File: src/rtl/eye_bin_pkg.sv
// Shared definitions for the eye-region binarizer: geometry defaults, the
// statistics FSM encoding and width helpers for the accumulator and pixel counter.
package eye_bin_pkg;

  localparam int DEF_H_ACT   = 640;
  localparam int DEF_V_ACT   = 480;
  localparam int PIX_TOTAL   = DEF_H_ACT * DEF_V_ACT;
  localparam int THR_DEFAULT = 100;

  typedef enum logic [1:0] {
    IDLE      = 2'd0,
    ACCUM     = 2'd1,
    DONE_WAIT = 2'd2
  } state_t;

  // Smallest width that holds a full frame of 8-bit pixels summed.
  function automatic int sum_width(input int h_act, input int v_act);
    return $clog2(255 * h_act * v_act + 1);
  endfunction

  function automatic int cnt_width(input int h_act, input int v_act);
    return $clog2(h_act * v_act + 1);
  endfunction

endpackage

File: src/rtl/seq_divider.sv
// Unsigned restoring divider, one quotient bit per cycle; done pulses W cycles
// after start with the quotient held until the next start.
module seq_divider #(
  parameter int W = 32
) (
  input  logic         clk,
  input  logic         rst,
  input  logic         start,
  input  logic [W-1:0] dividend,
  input  logic [W-1:0] divisor,
  output logic [W-1:0] quotient,
  output logic         done,
  output logic         busy
);

  localparam int CW = $clog2(W + 1);

  logic [W-1:0]  rem;
  logic [W:0]    rem_shift;
  logic [W:0]    diff;
  logic [CW-1:0] cnt;

  // The quotient register doubles as the dividend shift register.
  always_comb begin
    rem_shift = {rem, quotient[W-1]};
    diff      = rem_shift - {1'b0, divisor};
  end

  always_ff @(posedge clk) begin
    if (rst) begin
      rem      <= '0;
      quotient <= '0;
      cnt      <= '0;
      busy     <= 1'b0;
      done     <= 1'b0;
    end else begin
      done <= 1'b0;
      if (start && !busy) begin
        rem      <= '0;
        quotient <= dividend;
        cnt      <= CW'(W);
        busy     <= 1'b1;
      end else if (busy) begin
        if (!diff[W]) begin
          rem      <= diff[W-1:0];
          quotient <= {quotient[W-2:0], 1'b1};
        end else begin
          rem      <= rem_shift[W-1:0];
          quotient <= {quotient[W-2:0], 1'b0};
        end
        cnt <= cnt - CW'(1);
        if (cnt == CW'(1)) begin
          busy <= 1'b0;
          done <= 1'b1;
        end
      end
    end
  end

endmodule

File: src/rtl/eye_binarize.sv
// Thresholds the eye-region grayscale stream to 1-bit data for morph_treatment,
// with a per-frame threshold of (frame mean - offset) computed during blanking.
module eye_binarize
  import eye_bin_pkg::*;
#(
  parameter int H_ACT   = DEF_H_ACT,
  parameter int V_ACT   = DEF_V_ACT,
  parameter int DEF_THR = THR_DEFAULT,
  parameter int SUM_W   = sum_width(H_ACT, V_ACT),
  parameter int CNT_W   = cnt_width(H_ACT, V_ACT)
) (
  input  logic       module_clk,
  input  logic       module_rst,
  input  logic       frame_start,
  input  logic       pix_val,
  input  logic [7:0] pix_gray,
  input  logic [7:0] thr_offset,
  input  logic       thr_manual_en,
  input  logic [7:0] thr_manual,
  output logic       data_val,
  output logic       row_data,
  output logic [7:0] cur_thr,
  output logic       frame_done,
  output logic [7:0] auto_thr,
  output state_t     state
);

  localparam int PIX_TOT = H_ACT * V_ACT;

  // Handshake: frame_start is a one-cycle blanking pulse; pix_val qualifies
  // pix_gray on the same cycle; there is no backpressure toward the source.
  state_t           state_next;
  logic [SUM_W-1:0] sum;
  logic [SUM_W-1:0] dividend;
  logic [SUM_W-1:0] quotient;
  logic [CNT_W-1:0] pix_cnt;
  logic             acc_en;
  logic             div_start;
  logic             div_done;
  logic             div_busy;
  logic [7:0]       mean;

  always_ff @(posedge module_clk) begin
    if (module_rst) state <= IDLE;
    else            state <= state_next;
  end

  always_comb begin
    state_next = state;
    if (frame_start)    state_next = ACCUM;
    else if (div_start) state_next = DONE_WAIT;
  end

  // A pixel coinciding with frame_start belongs to no frame and is not counted.
  always_comb begin
    acc_en    = (state == ACCUM) && pix_val && !frame_start;
    div_start = acc_en && (pix_cnt == CNT_W'(PIX_TOT - 1));
    dividend  = sum + SUM_W'(pix_gray);
  end

  always_ff @(posedge module_clk) begin
    if (module_rst || frame_start) begin
      sum     <= '0;
      pix_cnt <= '0;
    end else if (acc_en) begin
      sum     <= dividend;
      pix_cnt <= pix_cnt + CNT_W'(1);
    end
  end

  seq_divider #(.W(SUM_W)) u_div (
    .clk      (module_clk),
    .rst      (module_rst),
    .start    (div_start),
    .dividend (dividend),
    .divisor  (SUM_W'(PIX_TOT)),
    .quotient (quotient),
    .done     (div_done),
    .busy     (div_busy)
  );

  assign mean       = (quotient > SUM_W'(255)) ? 8'hFF : quotient[7:0];
  assign frame_done = div_done;

  always_ff @(posedge module_clk) begin
    if (module_rst) begin
      data_val <= 1'b0;
      row_data <= 1'b0;
      cur_thr  <= 8'(DEF_THR);
      auto_thr <= 8'(DEF_THR);
    end else begin
      data_val <= pix_val;
      row_data <= pix_val && (pix_gray <= cur_thr);
      if (frame_start) cur_thr <= thr_manual_en ? thr_manual : auto_thr;
      if (div_done)    auto_thr <= (mean > thr_offset) ? mean - thr_offset : 8'd0;
    end
  end

  // A frame is far longer than a divide, so start never lands on a busy divider.
  always @(posedge module_clk) begin
    if (!module_rst && div_start) assert (!div_busy);
  end

endmodule

File: config.mk
export PLATFORM = sky130hd
export DESIGN_NAME = eye_binarize
export DESIGN_NICKNAME = d
export VERILOG_FILES = /design/src/rtl/eye_bin_pkg.sv /design/src/rtl/seq_divider.sv /design/src/rtl/eye_binarize.sv
export SDC_FILE = /design/constraint.sdc
export NUM_CORES = 1
export LEC_CHECK = 0
export BUFFER_PORTS_ARGS = -buffer_cell sky130_fd_sc_hd__buf_2
export CAP_MARGIN = 20
export CORE_MARGIN = 4
export CORE_UTILIZATION = 40
export CTS_CLUSTER_SIZE = 12
export DETAILED_ROUTE_END_ITERATION = 8
export PLACE_DENSITY = 0.67
export SYNTH_ARGS = -nofsm -noshare
export SYNTH_HDL_FRONTEND = slang
export SYNTH_SLANG_ARGS = --single-unit
File: constraint.sdc
create_clock -name module_clk -period 7.94 [get_ports module_clk]
set_clock_uncertainty 0.2 [all_clocks]
set_input_delay 1.588 -clock module_clk [delete_from_list [all_inputs] [get_ports module_clk]]
set_output_delay 1.588 -clock module_clk [all_outputs]
set_load 0.05 [all_outputs]
# ---- After elaboration in Yosys (flattened, before gate mapping)
# Cells that the tools add are included.
dict set report totals {
  ff_bits 127
  out_inout_bits 21
  elab_cells 54
}
dict set report classes {
  n_addsub 5
  magnitude_cmp 3
  n_eq_ne 3
  muxes 15
  bitwise_logic 1
  n_reduce_logical 13
}
# operator n
set op_table {}
lappend op_table {{two-way mux 27 bit} 3}
lappend op_table {{subtractor 28 x 19 -> 28 bit (second input constant)} 1}
lappend op_table {{adder 27 x 8 -> 27 bit} 1}
lappend op_table {{greater-than comparator 27 x 8 -> 1 bit (second input constant)} 1}
lappend op_table {{two-way mux 8 bit} 3}
lappend op_table {{adder 19 x 1 -> 19 bit (second input constant)} 1}
lappend op_table {{== test 19 bit (second input constant)} 1}
lappend op_table {{two-way mux 5 bit} 2}
lappend op_table {{greater-than comparator 8 bit} 1}
lappend op_table {{less-or-equal comparator 8 bit} 1}
lappend op_table {{subtractor 8 bit} 1}
lappend op_table {{two-way mux 1 bit} 7}
lappend op_table {{== test 5 x 1 -> 1 bit (second input constant)} 1}
lappend op_table {{logical AND 1 bit} 5}
lappend op_table {{subtractor 5 x 1 -> 5 bit (second input constant)} 1}
lappend op_table {{nonzero test 2 bit} 2}
lappend op_table {{OR reduction 2 bit} 2}
lappend op_table {{OR reduction 3 bit} 1}
lappend op_table {{== test 2 x 1 -> 1 bit (second input constant)} 1}
lappend op_table {{logical NOT 1 bit} 2}
lappend op_table {{logical OR 1 bit} 1}
lappend op_table {{NOT 1 bit} 1}

# ---- Logic depth before layout (Yosys ltp)
dict set report depth {
  ltp_word 6
  mapped_depth 12
  depth_no_buf 12
}

# ---- By module
# Synthesis repeated with hierarchy kept, for this count alone.
dict set report hier_totals {
  hier_cells 1074
  hier_area_um2 8525.7
}
# mod instances cells_each area_each_um2
set by_module_without_submodules {}
lappend by_module_without_submodules {eye_binarize 1 540 4330.4}
lappend by_module_without_submodules {seq_divider 1 534 4195.3}

# ---- Worst setup path after synthesis
# OpenSTA, ideal clock, no wires.
dict set report synth_timing {
  path_type {input -> register}
  start {in pix_gray[0]}
  end {reg sum[20]}
  setup_ns 0.128
  arrival_ns 3.468
  required_ns 7.612
  setup_slack_ns 4.145
  stages 10
  path_cell_list {ha_1 > inv_1 > fa_1 > nand2b_1 > a21oi_1 > o2111ai_1 > clkbuf_1 > nor4_1 > xnor2_1 > nor2_1}
}
dict set report synth_via {
  elab_chain_len 1
}
# item line_no
set synth_lines {}
lappend synth_lines {{start: declaration} eye_binarize.sv:16} ;# input logic [7:0] pix_gray,
lappend synth_lines {{adder 27 x 8 -> 27 bit} eye_binarize.sv:58} ;# dividend = sum + SUM_W'(pix_gray);
lappend synth_lines {{end signal: assignment} eye_binarize.sv:66} ;# sum <= dividend;
lappend synth_lines {{end: declaration} eye_binarize.sv:33} ;# logic [SUM_W-1:0] sum;
# No other way between the ends.
# A chain may end at the register's enable or synchronous reset.

# ---- Worst setup path after layout
dict set report layout_timing {
  start {in pix_gray[7]}
  end {reg u_div.quotient[25]}
}
dict set report layout_via {
  elab_chain_len 2
}
# item line_no
set layout_lines {}
lappend layout_lines {{adder 27 x 8 -> 27 bit} eye_binarize.sv:58}
lappend layout_lines {{two-way mux 27 bit} seq_divider.sv:38} ;# if (start && !busy) begin
lappend layout_lines {{end signal: assignment} seq_divider.sv:40} ;# quotient <= dividend;
lappend layout_lines {{end signal: assignment} seq_divider.sv:46} ;# quotient <= {quotient[W-2:0], 1'b1};
lappend layout_lines {{end signal: assignment} seq_divider.sv:49} ;# quotient <= {quotient[W-2:0], 1'b0};
lappend layout_lines {{end: declaration} seq_divider.sv:11} ;# output logic [W-1:0] quotient,
# No other way between the ends.

==> results.cfg <==
[status]
outcome = finished, final reports clean

[floorplanning]
core_footprint_sq_um = 16600
die-width_um = 138
die-area_sq_um = 19000
io-pin-count = 50
std_cell_rows = 47
floorplan.die.height_um = 138
initial_core_util = 0.408

[cts]
ctsLongestPathBuffers = 2
post_cts_resize_count = 0
clock_insertion_delay_worst_skew_ps = 410
clock_tree.htree_level_count = 4
clock-root-buffer = sky130_fd_sc_hd__clkbuf_16
clkSlewWorstSetupHoldPaths_ps = 60
cts.sinks = 127
tritoncts = yes
post_cts_repair_timing_setup_buffer_count = 0
cts_buffers = 17
cts.hold.buffers_added = 0

[setup_path]
timing.critical_path.slowest_cell_delay_ps = 800
worst_r2r_endpoint = auto_thr[5]
regToRegSetupSlack_ps = 4600
critical_path_peak_fanout = 15
startpoint_type = primary input
critical_path_class = in -> reg
cp-end-kind = flip-flop
worst-endpoint-required_ps = 8010
slowest_cp_cell = sky130_fd_sc_hd__o21ai_1
crit_chain = buf_2 -> ha_1 -> a21oi_1 -> o211ai_1 -> o21ai_1 -> nor3_1 -> o21ai_0 -> a31oi_1
regToRegStartpoint = u_div.quotient[10]
cp_arrival_ps = 3940
timing.reg2reg.worst_path_depth = 12

[sta]
setup_viol = 0
finalWorstPathRequiredPeriod_ps = 3870
fmaxAchievable_mhz = 259
timing.setup.tns_ps = 0
final.period_utilization = 0.487
hold_viol = 0
worst_slew_margin_rel = 0.369
max_slew.worst_pin.slew_ps = 940
grt_setup_unrepaired = no
final-max-slew-violation-count = 0

[logic_synthesis]
synth_cell_area_sq_um = 6760
postSynth.asyncResetShare = 0
synth_top_family_by_area = simple AND/OR/NAND/NOR gates
synth_flop_cell = sky130_fd_sc_hd__dfxtp_1
syn_inst = 812
yosys.cell_types.count = 64
synth_adder_area_share = 0.0577
mappedNetlistNets = 871
post-synth-top-area-fraction = 0.376
yosysWarnings = 0
multiplexer_area_fraction_after_synthesis = 0.0267
synth-seq-area-share = 0.376
parity_gate_share_of_the_synthesized_area_counting_xor_and_xnor_cells = 0.0959
postSynthAreaPerCell_sq_um = 8.33
yosys_register_bits = 127
synth-compound-area-share = 0.175
basic_gate_share_of_the_synthesized_area_counting_and_or_nand_and_nor_cells = 0.227
synth_top_cell_by_area = sky130_fd_sc_hd__dfxtp_1
synth.top_cells.by_area = sky130_fd_sc_hd__dfxtp_1 38%, sky130_fd_sc_hd__nor2_1 6.1%, sky130_fd_sc_hd__xnor2_1 5.8%
synth_enable_flop_cells = 0

[power]
power_mw = 1.46
power.ir.vdd_worst_v = 0.000157
power.density_cell_area_nw_per_um2 = 188
power.leakage_nw = 2.78

[route]
vias_per_inst = 5.29
detailroute.via_count = 5706
drc = 0
ant_nets = 0
avgRoutedWirePerCell_um = 13.9
dr.pass1.iters = 5
routed_wirelength_mm = 15.0
detailed_router_s_first_iteration_violation_count = 309

[layout]
final_cell_count_no_fill = 1078
layout_commonest_cell = sky130_fd_sc_hd__dfxtp_1
antenna_cells = 0
most-common-layout-cells = 126 x sky130_fd_sc_hd__dfxtp_1, 110 x sky130_fd_sc_hd__nor2_1, 75 x sky130_fd_sc_hd__nand2_1
drive_gt1_frac = 0.118
fillCellCount = 1654
layout-area-overhead-vs-synth_pct = 14.5
final_cell_area_sq_um = 7740
nNetsFinal = 905

[global_routing]
pin_count_of_the_biggest_net_entering_global_routing = 57
first_global_vias = 5308
grt.overflow.total = 0
grt_pass1_wl_mm = 26.2
globalRouteTotalUtil = 0.162
grt_antenna_before_repair = 0

[place]
dpl_cell_area_sq_um = 7170
placed_cells = 1045
portBuffers = 49
gpl.final_weighted_congestion = 0.841
dpl.hpwl_mm = 10.4

[flow_run]
max_cap_violations = 0

[min_path]
worstHoldStart = sum[3]
hold_crit_depth = 2
holdPathEnd = sum[3]
hold_class = reg -> reg
[kinds of logic after synthesis]
group / after synthesis
AO/OA/AOI/OAI: 173
XOR/XNOR: 74
adder cells (fa/ha/maj): 30
buffers and inverters: 73
flip-flops: 127
multiplexers: 18
AND/OR/NAND/NOR: 317
[worst max-delay path, delay by kind of cell]
kind                     cells  cell delay [ps]
adder cells (fa/ha/maj)      1              370
AND/OR/NAND/NOR              1              100
buffers and inverters        1              130
AO/OA/AOI/OAI                5             1760
[how the worst max path moves through the flow]
stage	startpoint	endpoint	slack, ps
detailed placement	frame_start	u_div.rem[8]	3500
global placement	pix_gray[0]	sum[22]	3540
floorplan	pix_gray[0]	sum[20]	4140
finish	pix_gray[7]	u_div.quotient[25]	4070
CTS	frame_start	u_div.rem[12]	3930
global route	pix_gray[1]	u_div.quotient[25]	3830
[layer usage]
| metal | global-route usage | part of all wire | wire (um) |
|---|---|---|---|
| met1 | 0.226 | 0.50 | 7460 |
| met2 | 0.250 | 0.45 | 6790 |
| met3 | 0.0414 | 0.038 | 563 |
| met4 | 0.0411 | 0.011 | 161 |
| met5 | 0 | 0 | 0 |
[Yosys cell counts (all sizes together) (6+ instances only)]
cell type    n
inv         30
a211oi      25
o21a         8
mux2i       18
nand3       17
nor2       110
xor2        29
xnor2       45
o211ai      15
ha          28
dfxtp      127
nand2b      10
or3          8
and3         8
nand3b       6
nor4         9
a21oi       39
nand2       75
o21ai       31
a22oi        6
nand4       12
a221oi       8
clkbuf      37
nor3        26
nor2b       10
[power breakdown]
group | leakage [nW] | switching (mW) | internal, mW
sequential | 1.03 | 0.00293 | 0.641
clock | 0.278 | 0.281 | 0.450
combinational | 1.47 | 0.0543 | 0.0280
[flip-flops by register name, indices dropped and copies added, names as in the netlist]
| name | count |
|---|---|
| pix_cnt | 19 |
| u_div.rem | 27 |
| auto_thr | 8 |
| state | 2 |
| cur_thr | 8 |
| u_div.cnt | 5 |
| sum | 27 |
| row_data | 1 |
| u_div.busy | 1 |
| data_val | 1 |
| u_div.done | 1 |
| u_div.quotient | 27 |
[metrics by stage]
| stage | hold slack, ps | utilization | setup slack, ps |
|---|---|---|---|
| global placement | 249 | 0.432 | 3540 |
| detailed placement | 255 | 0.432 | 3500 |
| finish | 262 | 0.467 | 4070 |
| CTS | 263 | 0.466 | 3930 |
| global route | 274 | 0.467 | 3830 |
| floorplan | 240 | - | 4140 |
[layout make-up]
cell class,count,area [sq um],share of cell area
flip-flops and latches,127,2550,0.329
clock buffers,20,467,0.0603
inverters,31,116,0.0150
multi-input cells,612,3940,0.509
repair buffers,57,309,0.0399
well taps,220,275,0.0356
clock inverters,11,90.1,0.0116
No activity file was read; power rests on OpenSTA's default activity.
